## src/rtl/fp16_pkg.sv

```systemverilog
// Shared FP16/INT4 constants and result type, used by both the quantize and dequantize paths.
package fp16_pkg;
    localparam int FP16_W    = 16;
    localparam int EXP_W     = 5;
    localparam int MANT_W    = 10;
    localparam int EXP_BIAS  = 15;
    localparam int INT4_W    = 4;

    localparam logic [3:0]  INT4_MAX     = 4'd15;
    localparam logic [4:0]  EXP_SPECIAL  = 5'd31;
    localparam logic [15:0] FP16_POS_INF = 16'h7C00;
    localparam logic [15:0] FP16_NEG_INF = 16'hFC00;
    localparam logic [15:0] FP16_QNAN    = 16'h7E00;

    typedef struct packed {
        logic [3:0] int4;
        logic       sat;
        logic       neg;
        logic       nan;
    } q_result_t;
endpackage

```

## src/rtl/fp16_to_int4_round.sv

```systemverilog
// Combinational FP16 -> unsigned INT4 conversion: round half-to-even, clamp to 0..15,
// flagging saturation, negative clamping and NaN.
module fp16_to_int4_round
    import fp16_pkg::*;
(
    input  logic [15:0] fp_in,
    output q_result_t   res
);

    logic        sign_s;
    logic [4:0]  exp_s;
    logic [9:0]  mant_s;
    logic [4:0]  shamt_s;
    logic [21:0] ext_s;
    logic        up_s;
    logic [11:0] rnd_s;

    // Classify the input, then align the significand so bits [21:11] hold the integer part.
    always_comb begin
        sign_s  = fp_in[15];
        exp_s   = fp_in[14:10];
        mant_s  = fp_in[9:0];
        res     = '0;
        shamt_s = 5'd0;
        ext_s   = 22'd0;
        up_s    = 1'b0;
        rnd_s   = 12'd0;
        if ((exp_s == EXP_SPECIAL) && (mant_s != 10'd0)) begin
            res.nan = 1'b1;
        end else if (sign_s) begin
            res.neg = 1'b1;
        end else if (exp_s == EXP_SPECIAL) begin
            res.int4 = INT4_MAX;
            res.sat  = 1'b1;
        end else if (exp_s < 5'(EXP_BIAS - 1)) begin
            res.int4 = 4'd0;
        end else if (exp_s > 5'(EXP_BIAS + 3)) begin
            res.int4 = INT4_MAX;
            res.sat  = 1'b1;
        end else begin
            // Shift by 10-E where E = exp-15, i.e. 25-exp (7..11 here)
            shamt_s = 5'd25 - exp_s;
            ext_s   = {1'b1, mant_s, 11'd0} >> shamt_s;
            up_s    = ext_s[10] & ((|ext_s[9:0]) | ext_s[11]);
            rnd_s   = {1'b0, ext_s[21:11]} + {11'd0, up_s};
            if (rnd_s > 12'd15) begin
                res.int4 = INT4_MAX;
                res.sat  = 1'b1;
            end else begin
                res.int4 = rnd_s[3:0];
            end
        end
    end

endmodule

```

## src/rtl/fp16_to_int4_packer.sv

```systemverilog
// Streaming FP16 -> INT4 quantizer that packs PACK_N nibbles per output word.
// Optional status counters are built when FP16_Q_STATUS_EN is defined.
module fp16_to_int4_packer
    import fp16_pkg::*;
#(
    parameter int PACK_N = 4,
    parameter int OUT_W  = 4 * PACK_N
) (
    input  logic                        clk,
    input  logic                        rst,
    input  logic                        in_valid,
    output logic                        in_ready,
    input  logic [15:0]                 in_data,
    input  logic                        in_last,
    output logic                        out_valid,
    input  logic                        out_ready,
    output logic [OUT_W-1:0]            out_data,
    output logic [$clog2(PACK_N):0]     out_cnt,
`ifdef FP16_Q_STATUS_EN
    input  logic                        stat_clr,
    output logic [15:0]                 sat_cnt,
    output logic [15:0]                 neg_cnt,
    output logic [15:0]                 nan_cnt,
`endif
    output logic                        out_last
);

    localparam int IDX_W = $clog2(PACK_N);
    localparam int CNT_W = IDX_W + 1;

    q_result_t          conv_s;
    logic               complete_possible_s;
    logic               hs_s;
    logic               load_s;
    logic [OUT_W-1:0]   acc_wr_s;

    logic [OUT_W-1:0]   acc_q, acc_d;
    logic [IDX_W-1:0]   idx_q, idx_d;
    logic [OUT_W-1:0]   out_data_q, out_data_d;
    logic [CNT_W-1:0]   out_cnt_q, out_cnt_d;
    logic               out_last_q, out_last_d;
    logic               out_valid_q, out_valid_d;

    fp16_to_int4_round u_round (
        .fp_in (in_data),
        .res   (conv_s)
    );

    // A completing sample may only enter when the output register is free or draining.
    assign complete_possible_s = (idx_q == IDX_W'(PACK_N - 1)) | in_last;
    assign in_ready  = ~(complete_possible_s & out_valid_q & ~out_ready);
    assign hs_s      = in_valid & in_ready;
    assign load_s    = hs_s & complete_possible_s;

    assign out_valid = out_valid_q;
    assign out_data  = out_data_q;
    assign out_cnt   = out_cnt_q;
    assign out_last  = out_last_q;

    // Accumulator insertion, word hand-off and output-register drain.
    always_comb begin
        acc_wr_s                   = acc_q;
        acc_wr_s[{idx_q, 2'b00} +: 4] = conv_s.int4;
        acc_d       = acc_q;
        idx_d       = idx_q;
        out_data_d  = out_data_q;
        out_cnt_d   = out_cnt_q;
        out_last_d  = out_last_q;
        out_valid_d = out_valid_q;
        if (load_s) begin
            out_data_d  = acc_wr_s;
            out_cnt_d   = {1'b0, idx_q} + CNT_W'(1'b1);
            out_last_d  = in_last;
            out_valid_d = 1'b1;
            acc_d       = '0;
            idx_d       = '0;
        end else if (hs_s) begin
            acc_d       = acc_wr_s;
            idx_d       = idx_q + IDX_W'(1'b1);
            if (out_valid_q && out_ready) begin
                out_valid_d = 1'b0;
            end else begin
                out_valid_d = out_valid_q;
            end
        end else begin
            if (out_valid_q && out_ready) begin
                out_valid_d = 1'b0;
            end else begin
                out_valid_d = out_valid_q;
            end
        end
    end

    // Packer and output registers.
    always_ff @(posedge clk or posedge rst) begin
        if (rst) begin
            acc_q       <= '0;
            idx_q       <= '0;
            out_data_q  <= '0;
            out_cnt_q   <= '0;
            out_last_q  <= 1'b0;
            out_valid_q <= 1'b0;
        end else begin
            acc_q       <= acc_d;
            idx_q       <= idx_d;
            out_data_q  <= out_data_d;
            out_cnt_q   <= out_cnt_d;
            out_last_q  <= out_last_d;
            out_valid_q <= out_valid_d;
        end
    end

`ifdef FP16_Q_STATUS_EN
    logic [15:0] sat_cnt_q, sat_cnt_d;
    logic [15:0] neg_cnt_q, neg_cnt_d;
    logic [15:0] nan_cnt_q, nan_cnt_d;

    // Saturating event counters; clear has priority over a same-cycle increment.
    always_comb begin
        sat_cnt_d = sat_cnt_q;
        neg_cnt_d = neg_cnt_q;
        nan_cnt_d = nan_cnt_q;
        if (stat_clr) begin
            sat_cnt_d = 16'd0;
            neg_cnt_d = 16'd0;
            nan_cnt_d = 16'd0;
        end else if (hs_s) begin
            if (conv_s.sat && (sat_cnt_q != 16'hFFFF)) sat_cnt_d = sat_cnt_q + 16'd1;
            else                                        sat_cnt_d = sat_cnt_q;
            if (conv_s.neg && (neg_cnt_q != 16'hFFFF)) neg_cnt_d = neg_cnt_q + 16'd1;
            else                                        neg_cnt_d = neg_cnt_q;
            if (conv_s.nan && (nan_cnt_q != 16'hFFFF)) nan_cnt_d = nan_cnt_q + 16'd1;
            else                                        nan_cnt_d = nan_cnt_q;
        end else begin
            sat_cnt_d = sat_cnt_q;
        end
    end

    // Status counter registers.
    always_ff @(posedge clk or posedge rst) begin
        if (rst) begin
            sat_cnt_q <= 16'd0;
            neg_cnt_q <= 16'd0;
            nan_cnt_q <= 16'd0;
        end else begin
            sat_cnt_q <= sat_cnt_d;
            neg_cnt_q <= neg_cnt_d;
            nan_cnt_q <= nan_cnt_d;
        end
    end

    assign sat_cnt = sat_cnt_q;
    assign neg_cnt = neg_cnt_q;
    assign nan_cnt = nan_cnt_q;
`endif

endmodule

```

## config.mk

```make
export PLATFORM = sky130hd
export DESIGN_NAME = fp16_to_int4_packer
export DESIGN_NICKNAME = d
export VERILOG_FILES = /design/src/rtl/fp16_pkg.sv /design/src/rtl/fp16_to_int4_round.sv /design/src/rtl/fp16_to_int4_packer.sv
export SDC_FILE = /design/constraint.sdc
export NUM_CORES = 1
export LEC_CHECK = 0
export BUFFER_PORTS_ARGS = -buffer_cell sky130_fd_sc_hd__buf_2
export CAP_MARGIN = 5
export CORE_UTILIZATION = 63
export DETAILED_ROUTE_END_ITERATION = 8
export PLACE_DENSITY_LB_ADDON = 0.15
export SETUP_SLACK_MARGIN = 0.02
export SLEW_MARGIN = 25
export SYNTH_ARGS = -nofsm -noshare
export SYNTH_HDL_FRONTEND = slang
export SYNTH_SLANG_ARGS = --single-unit
```

## constraint.sdc

```tcl
create_clock -name clk -period 3.8 [get_ports clk]
set_input_delay 0.76 -clock clk [delete_from_list [all_inputs] [get_ports clk]]
set_output_delay 0.76 -clock clk [all_outputs]
set_load 0.01 [all_outputs]
```

==> report_table.html <==
<table>
<tr><th>Metric</th><th>Value</th></tr>
<tr><th colspan="2">Route</th></tr>
<tr><td>Detailed-router iteration count before antenna repair</td><td>4</td></tr>
<tr><td>Wirelength, routed</td><td>8030 um</td></tr>
<tr><td>Initial detailed-routing violation count</td><td>199</td></tr>
<tr><td>Count of antenna-violating nets left after detailed routing</td><td>0</td></tr>
<tr><td>Vias</td><td>2,994</td></tr>
<tr><td>Post-route DRC</td><td>0</td></tr>
<tr><td>Number of vias per cell after detailed routing</td><td>6.25</td></tr>
<tr><td>Average routed wire per standard cell</td><td>16.8 um</td></tr>
<tr><th colspan="2">Critical path</th></tr>
<tr><td>Critical path launch point type</td><td>primary input</td></tr>
<tr><td>Crit-path max FO</td><td>11</td></tr>
<tr><td>Capture point of the worst reg-to-reg path</td><td>out_data[14]</td></tr>
<tr><td>Category of the most critical setup path</td><td>primary input to register</td></tr>
<tr><td>Required time of the critical path</td><td>4.02 ns</td></tr>
<tr><td>Nature of the critical path endpoint</td><td>register</td></tr>
<tr><td>Logic depth of the worst register-to-register path</td><td>9</td></tr>
<tr><td>Critical R2R Launch</td><td>idx_q[0]</td></tr>
<tr><td>Setup slack of the most critical reg-to-reg path</td><td>1.19 ns</td></tr>
<tr><td>Series of cell instances along the critical path</td><td>buf_2 -&gt; inv_2 -&gt; ha_4 -&gt; inv_1 -&gt; mux4_2 -&gt; inv_1 -&gt; o31a_2 -&gt; inv_2 -&gt; ha_4 -&gt; a31o_2 -&gt; a31o_2 -&gt; mux2i_4 -&gt; nor4_4 -&gt; buf_4 -&gt; o21ai_1</td></tr>
<tr><td>Crit path DAT</td><td>3.77 ns</td></tr>
<tr><td>Maximum cell stage delay along the critical path</td><td>0.56 ns</td></tr>
<tr><td>Highest-delay cell along the critical path</td><td>sky130_fd_sc_hd__mux4_2</td></tr>
<tr><th colspan="2">Job</th></tr>
<tr><td>Max_cap viols</td><td>0</td></tr>
<tr><th colspan="2">Clock tree</th></tr>
<tr><td>Master cell of the clock root buffer</td><td>sky130_fd_sc_hd__clkbuf_8</td></tr>
<tr><td>Clock latency on the worst-skew pair</td><td>0.29 ns</td></tr>
<tr><td>CTS sink cnt</td><td>39</td></tr>
<tr><td>Count of H-tree levels built during CTS</td><td>2</td></tr>
<tr><td># resized after CTS</td><td>0</td></tr>
<tr><td>TritonCTS clock tree</td><td>built</td></tr>
<tr><td>CTS hold repair buffers</td><td>0</td></tr>
<tr><td>Buffers inserted during post-CTS setup optimization</td><td>0</td></tr>
<tr><td>Clock-pin transition on the worst setup and hold timing paths</td><td>0.07 ns</td></tr>
<tr><td>Buffer levels on the longest clock path</td><td>2</td></tr>
<tr><td>Clock buffers created by TritonCTS</td><td>5</td></tr>
<tr><th colspan="2">Die</th></tr>
<tr><td>Die span in y</td><td>72.1 um</td></tr>
<tr><td>Die width</td><td>72.1 um</td></tr>
<tr><td>Placeable core region</td><td>0.00472 mm^2</td></tr>
<tr><td>Count of standard-cell rows</td><td>25</td></tr>
<tr><td>Count of pins on the block boundary</td><td>43</td></tr>
<tr><td>Effective utilization at floorplan</td><td>65.5%</td></tr>
<tr><td>Floorplan die area</td><td>0.00520 mm^2</td></tr>
<tr><th colspan="2">Yosys</th></tr>
<tr><td>Post-synth EDFFs</td><td>0</td></tr>
<tr><td>Gate count after technology mapping</td><td>355</td></tr>
<tr><td>Count of different cell masters after synthesis</td><td>63</td></tr>
<tr><td>Proportion of register bits with asynchronous set or reset after synthesis</td><td>100%</td></tr>
<tr><td>Netlist area before placement</td><td>0.00310 mm^2</td></tr>
<tr><td>Seq cells post-synth</td><td>39</td></tr>
<tr><td>Net count after synthesis</td><td>384</td></tr>
<tr><td>Top flip-flop cell by instance count after synthesis</td><td>sky130_fd_sc_hd__dfrtp_1</td></tr>
<tr><td>Mapped Avg Cell Area</td><td>8.72 um^2</td></tr>
<tr><td>Yosys warnings</td><td>0</td></tr>
<tr><td>Register area share after synthesis</td><td>31.5%</td></tr>
<tr><th colspan="2">Timing</th></tr>
<tr><td>Clock period minus final worst setup slack</td><td>3.56 ns</td></tr>
<tr><td>Final setup violating endpoints</td><td>0</td></tr>
<tr><td>Hold violation count in the final report</td><td>0</td></tr>
<tr><td>RSZ-0062 raised after global routing</td><td>no</td></tr>
<tr><td>Max-slew headroom at the worst pin</td><td>37.5%</td></tr>
<tr><td>Achievable frequency</td><td>281 MHz</td></tr>
<tr><td>Clock Skews</td><td>0.00524 ns</td></tr>
<tr><td>Share of the cycle needed by the critical path after routing</td><td>93.6%</td></tr>
<tr><td>Total negative slack for setup checks</td><td>0 ns</td></tr>
<tr><td>Transition time at the pin with the least slew margin</td><td>0.938 ns</td></tr>
<tr><td>Final Slew Violations</td><td>0</td></tr>
<tr><th colspan="2">GRT</th></tr>
<tr><td>Antenna violations before repair</td><td>0</td></tr>
<tr><td>Maximum number of pins on one net before global-route repair</td><td>40</td></tr>
<tr><td>Number of global-route vias before repair</td><td>2,814</td></tr>
<tr><td>Total grt overflow</td><td>0</td></tr>
<tr><td>First-pass GRT wire length</td><td>13,400 um</td></tr>
<tr><td>Global-route usage over all layers</td><td>33.0%</td></tr>
<tr><th colspan="2">Placement</th></tr>
<tr><td>Hpwl dp</td><td>6060 um</td></tr>
<tr><td>RD Place Congestion</td><td>0.962</td></tr>
<tr><td>Number of input and output port buffers inserted</td><td>42</td></tr>
<tr><th colspan="2">Hold path</th></tr>
<tr><td>Critical hold path startpoint</td><td>out_last</td></tr>
<tr><td>Hold worst-path end</td><td>out_last</td></tr>
<tr><td>Worst hold path type</td><td>register to register</td></tr>
<tr><td>Number of cells on the worst hold path</td><td>2</td></tr>
<tr><th colspan="2">Cells and area</th></tr>
<tr><td>Share of post-route cells with drive strength above 1</td><td>28.6%</td></tr>
<tr><td>Area Overhead vs Synth</td><td>17.1%</td></tr>
<tr><td>Fill cell instance count of the final layout</td><td>368</td></tr>
<tr><td>Number of diodes</td><td>0</td></tr>
<tr><td>Layout net count</td><td>440</td></tr>
<tr><td>Layout Utilization</td><td>76.7%</td></tr>
<tr><th colspan="2">Outcome</th></tr>
<tr><td>Result of the run</td><td>completed</td></tr>
<tr><th colspan="2">Power</th></tr>
<tr><td>Lkg Pwr</td><td>1.57 nW</td></tr>
<tr><td>Power per standard cell area</td><td>370 mW/mm^2</td></tr>
<tr><td>Maximum resistive drop on vdd</td><td>0.186 mV</td></tr>
</table>
## registers in the layout, summed over array words and instances, names as in the netlist
name / cells
idx_q: 2
out_valid: 1
out_data: 16
out_cnt: 3
out_last: 1
acc_q: 16
## synthesized netlist by cell type, types with 2 or more instances
cell type / count / area [um^2]
sky130_fd_sc_hd__clkbuf_1: 10 / 37.5
sky130_fd_sc_hd__xnor2_1: 5 / 43.8
sky130_fd_sc_hd__o211ai_1: 4 / 30.0
sky130_fd_sc_hd__mux4_2: 4 / 90.1
sky130_fd_sc_hd__o221ai_1: 2 / 17.5
sky130_fd_sc_hd__a21oi_1: 33 / 165
sky130_fd_sc_hd__o21ai_1: 26 / 130
sky130_fd_sc_hd__inv_1: 10 / 37.5
sky130_fd_sc_hd__nand2b_1: 4 / 25.0
sky130_fd_sc_hd__a41oi_1: 2 / 17.5
sky130_fd_sc_hd__dfrtp_1: 39 / 976
sky130_fd_sc_hd__buf_1: 2 / 7.51
sky130_fd_sc_hd__a31oi_1: 2 / 12.5
sky130_fd_sc_hd__a31o_2: 2 / 17.5
sky130_fd_sc_hd__xor2_1: 3 / 26.3
sky130_fd_sc_hd__buf_6: 5 / 56.3
sky130_fd_sc_hd__buf_4: 3 / 22.5
sky130_fd_sc_hd__and3_1: 2 / 12.5
sky130_fd_sc_hd__a211oi_1: 3 / 22.5
sky130_fd_sc_hd__nor2b_1: 3 / 18.8
sky130_fd_sc_hd__nor4_4: 4 / 85.1
sky130_fd_sc_hd__nor3_1: 6 / 30.0
sky130_fd_sc_hd__mux2i_1: 9 / 90.1
sky130_fd_sc_hd__a22oi_1: 2 / 15.0
sky130_fd_sc_hd__ha_1: 8 / 100
sky130_fd_sc_hd__nand4_1: 4 / 25.0
sky130_fd_sc_hd__o21ai_0: 27 / 135
sky130_fd_sc_hd__or4_1: 2 / 15.0
sky130_fd_sc_hd__nor2_1: 15 / 56.3
sky130_fd_sc_hd__nor3b_1: 18 / 135
sky130_fd_sc_hd__nand2_1: 49 / 184
sky130_fd_sc_hd__nand3_1: 3 / 15.0
sky130_fd_sc_hd__mux2i_2: 2 / 27.5
sky130_fd_sc_hd__a311oi_1: 2 / 17.5
sky130_fd_sc_hd__mux2_2: 9 / 101
sky130_fd_sc_hd__nor4_1: 2 / 12.5
sky130_fd_sc_hd__and2_1: 3 / 18.8
## cell type report
class / count / area, um^2 / area share, %
inverter: 10 / 37.5 / 1.04
sequential: 39 / 976 / 26.9
timing repair buffer: 69 / 413 / 11.4
clock buffer: 7 / 76.3 / 2.11
multi-input combinational: 286 / 2030 / 56.1
tap: 67 / 83.8 / 2.31
clock inverter: 1 / 5.00 / 0.138
## where the power goes
group,switching [mW],internal [mW]
logic,0.346,0.229
registers,0.0390,0.464
clock network,0.134,0.129
## through the flow
stage	hold WS, ns	cells	total power [mW]	cell area [um^2]	setup WS (ns)
2_1_floorplan	0.448	355	0.893	3170	0.0632
3_3_place_gp	0.455	471	1.07	3540	0.0491
3_5_place_dp	0.456	471	1.08	3540	-0.0227
4_1_cts	0.475	479	1.34	3620	0.266
5_1_grt	0.493	479	1.42	3620	0.0871
6_report	0.470	479	1.34	3620	0.245
## layout by cell type, fill, tap and decap left out, types with 4 or more instances in the layout
master                      n
sky130_fd_sc_hd__nand2_1   49
sky130_fd_sc_hd__buf_2     42
sky130_fd_sc_hd__dfrtp_1   39
sky130_fd_sc_hd__a21oi_1   33
sky130_fd_sc_hd__o21ai_1   33
sky130_fd_sc_hd__buf_4     27
sky130_fd_sc_hd__o21ai_0   18
sky130_fd_sc_hd__nor3b_1   18
sky130_fd_sc_hd__nor2_1    15
sky130_fd_sc_hd__mux2i_1    9
sky130_fd_sc_hd__mux2_2     9
sky130_fd_sc_hd__inv_1      8
sky130_fd_sc_hd__ha_1       6
sky130_fd_sc_hd__nor3_1     5
sky130_fd_sc_hd__xnor2_1    5
sky130_fd_sc_hd__clkbuf_8   5
sky130_fd_sc_hd__nand4_1    4
sky130_fd_sc_hd__nand2b_1   4
sky130_fd_sc_hd__mux4_2     4
sky130_fd_sc_hd__o211ai_1   4
sky130_fd_sc_hd__nor4_4     4
## critical path, delay by kind of cell
family | cells | cell delay [ns]
buffers and inverters | 6 | 0.77
AO/OA/AOI/OAI | 4 | 0.77
multiplexers | 2 | 0.89
adder cells (fa/ha/maj) | 2 | 0.48
AND/OR/NAND/NOR | 1 | 0.09
## cells by family (layout without fill, tap and decap cells)
family	Yosys count	count (layout)	synth area share (%)
AO/OA/AOI/OAI	117	117	22.8
XOR/XNOR	9	9	2.79
adder cells (fa/ha/maj)	8	8	3.23
buffers and inverters	30	87	5.21
flip-flops	39	39	31.5
multiplexers	24	24	9.98
AND/OR/NAND/NOR	128	128	24.4
## worst max-delay path by stage
stage,start,to,slack (ns),depth (start not counted)
after floorplan,in_data[11],acc_q[13],0.06,17
after global placement,in_data[11],out_data[1],0.05,15
after detailed placement,in_data[11],acc_q[9],-0.02,15
after CTS,in_data[11],out_data[15],0.27,15
after global routing,in_data[11],out_data[5],0.09,14
final,in_data[11],out_data[5],0.24,15
## layer usage
layer / vias up / global-route usage (%) / part of all wire [%]
met5: - / 0 / 0
met4: 0 / 14.6 / 3.5
met3: 27 / 3.89 / 4.0
li1: 1427 / - / -
met1: 1434 / 38.4 / 41
met2: 106 / 60.5 / 52
Note: power is estimated with default switching activity, not from simulation.
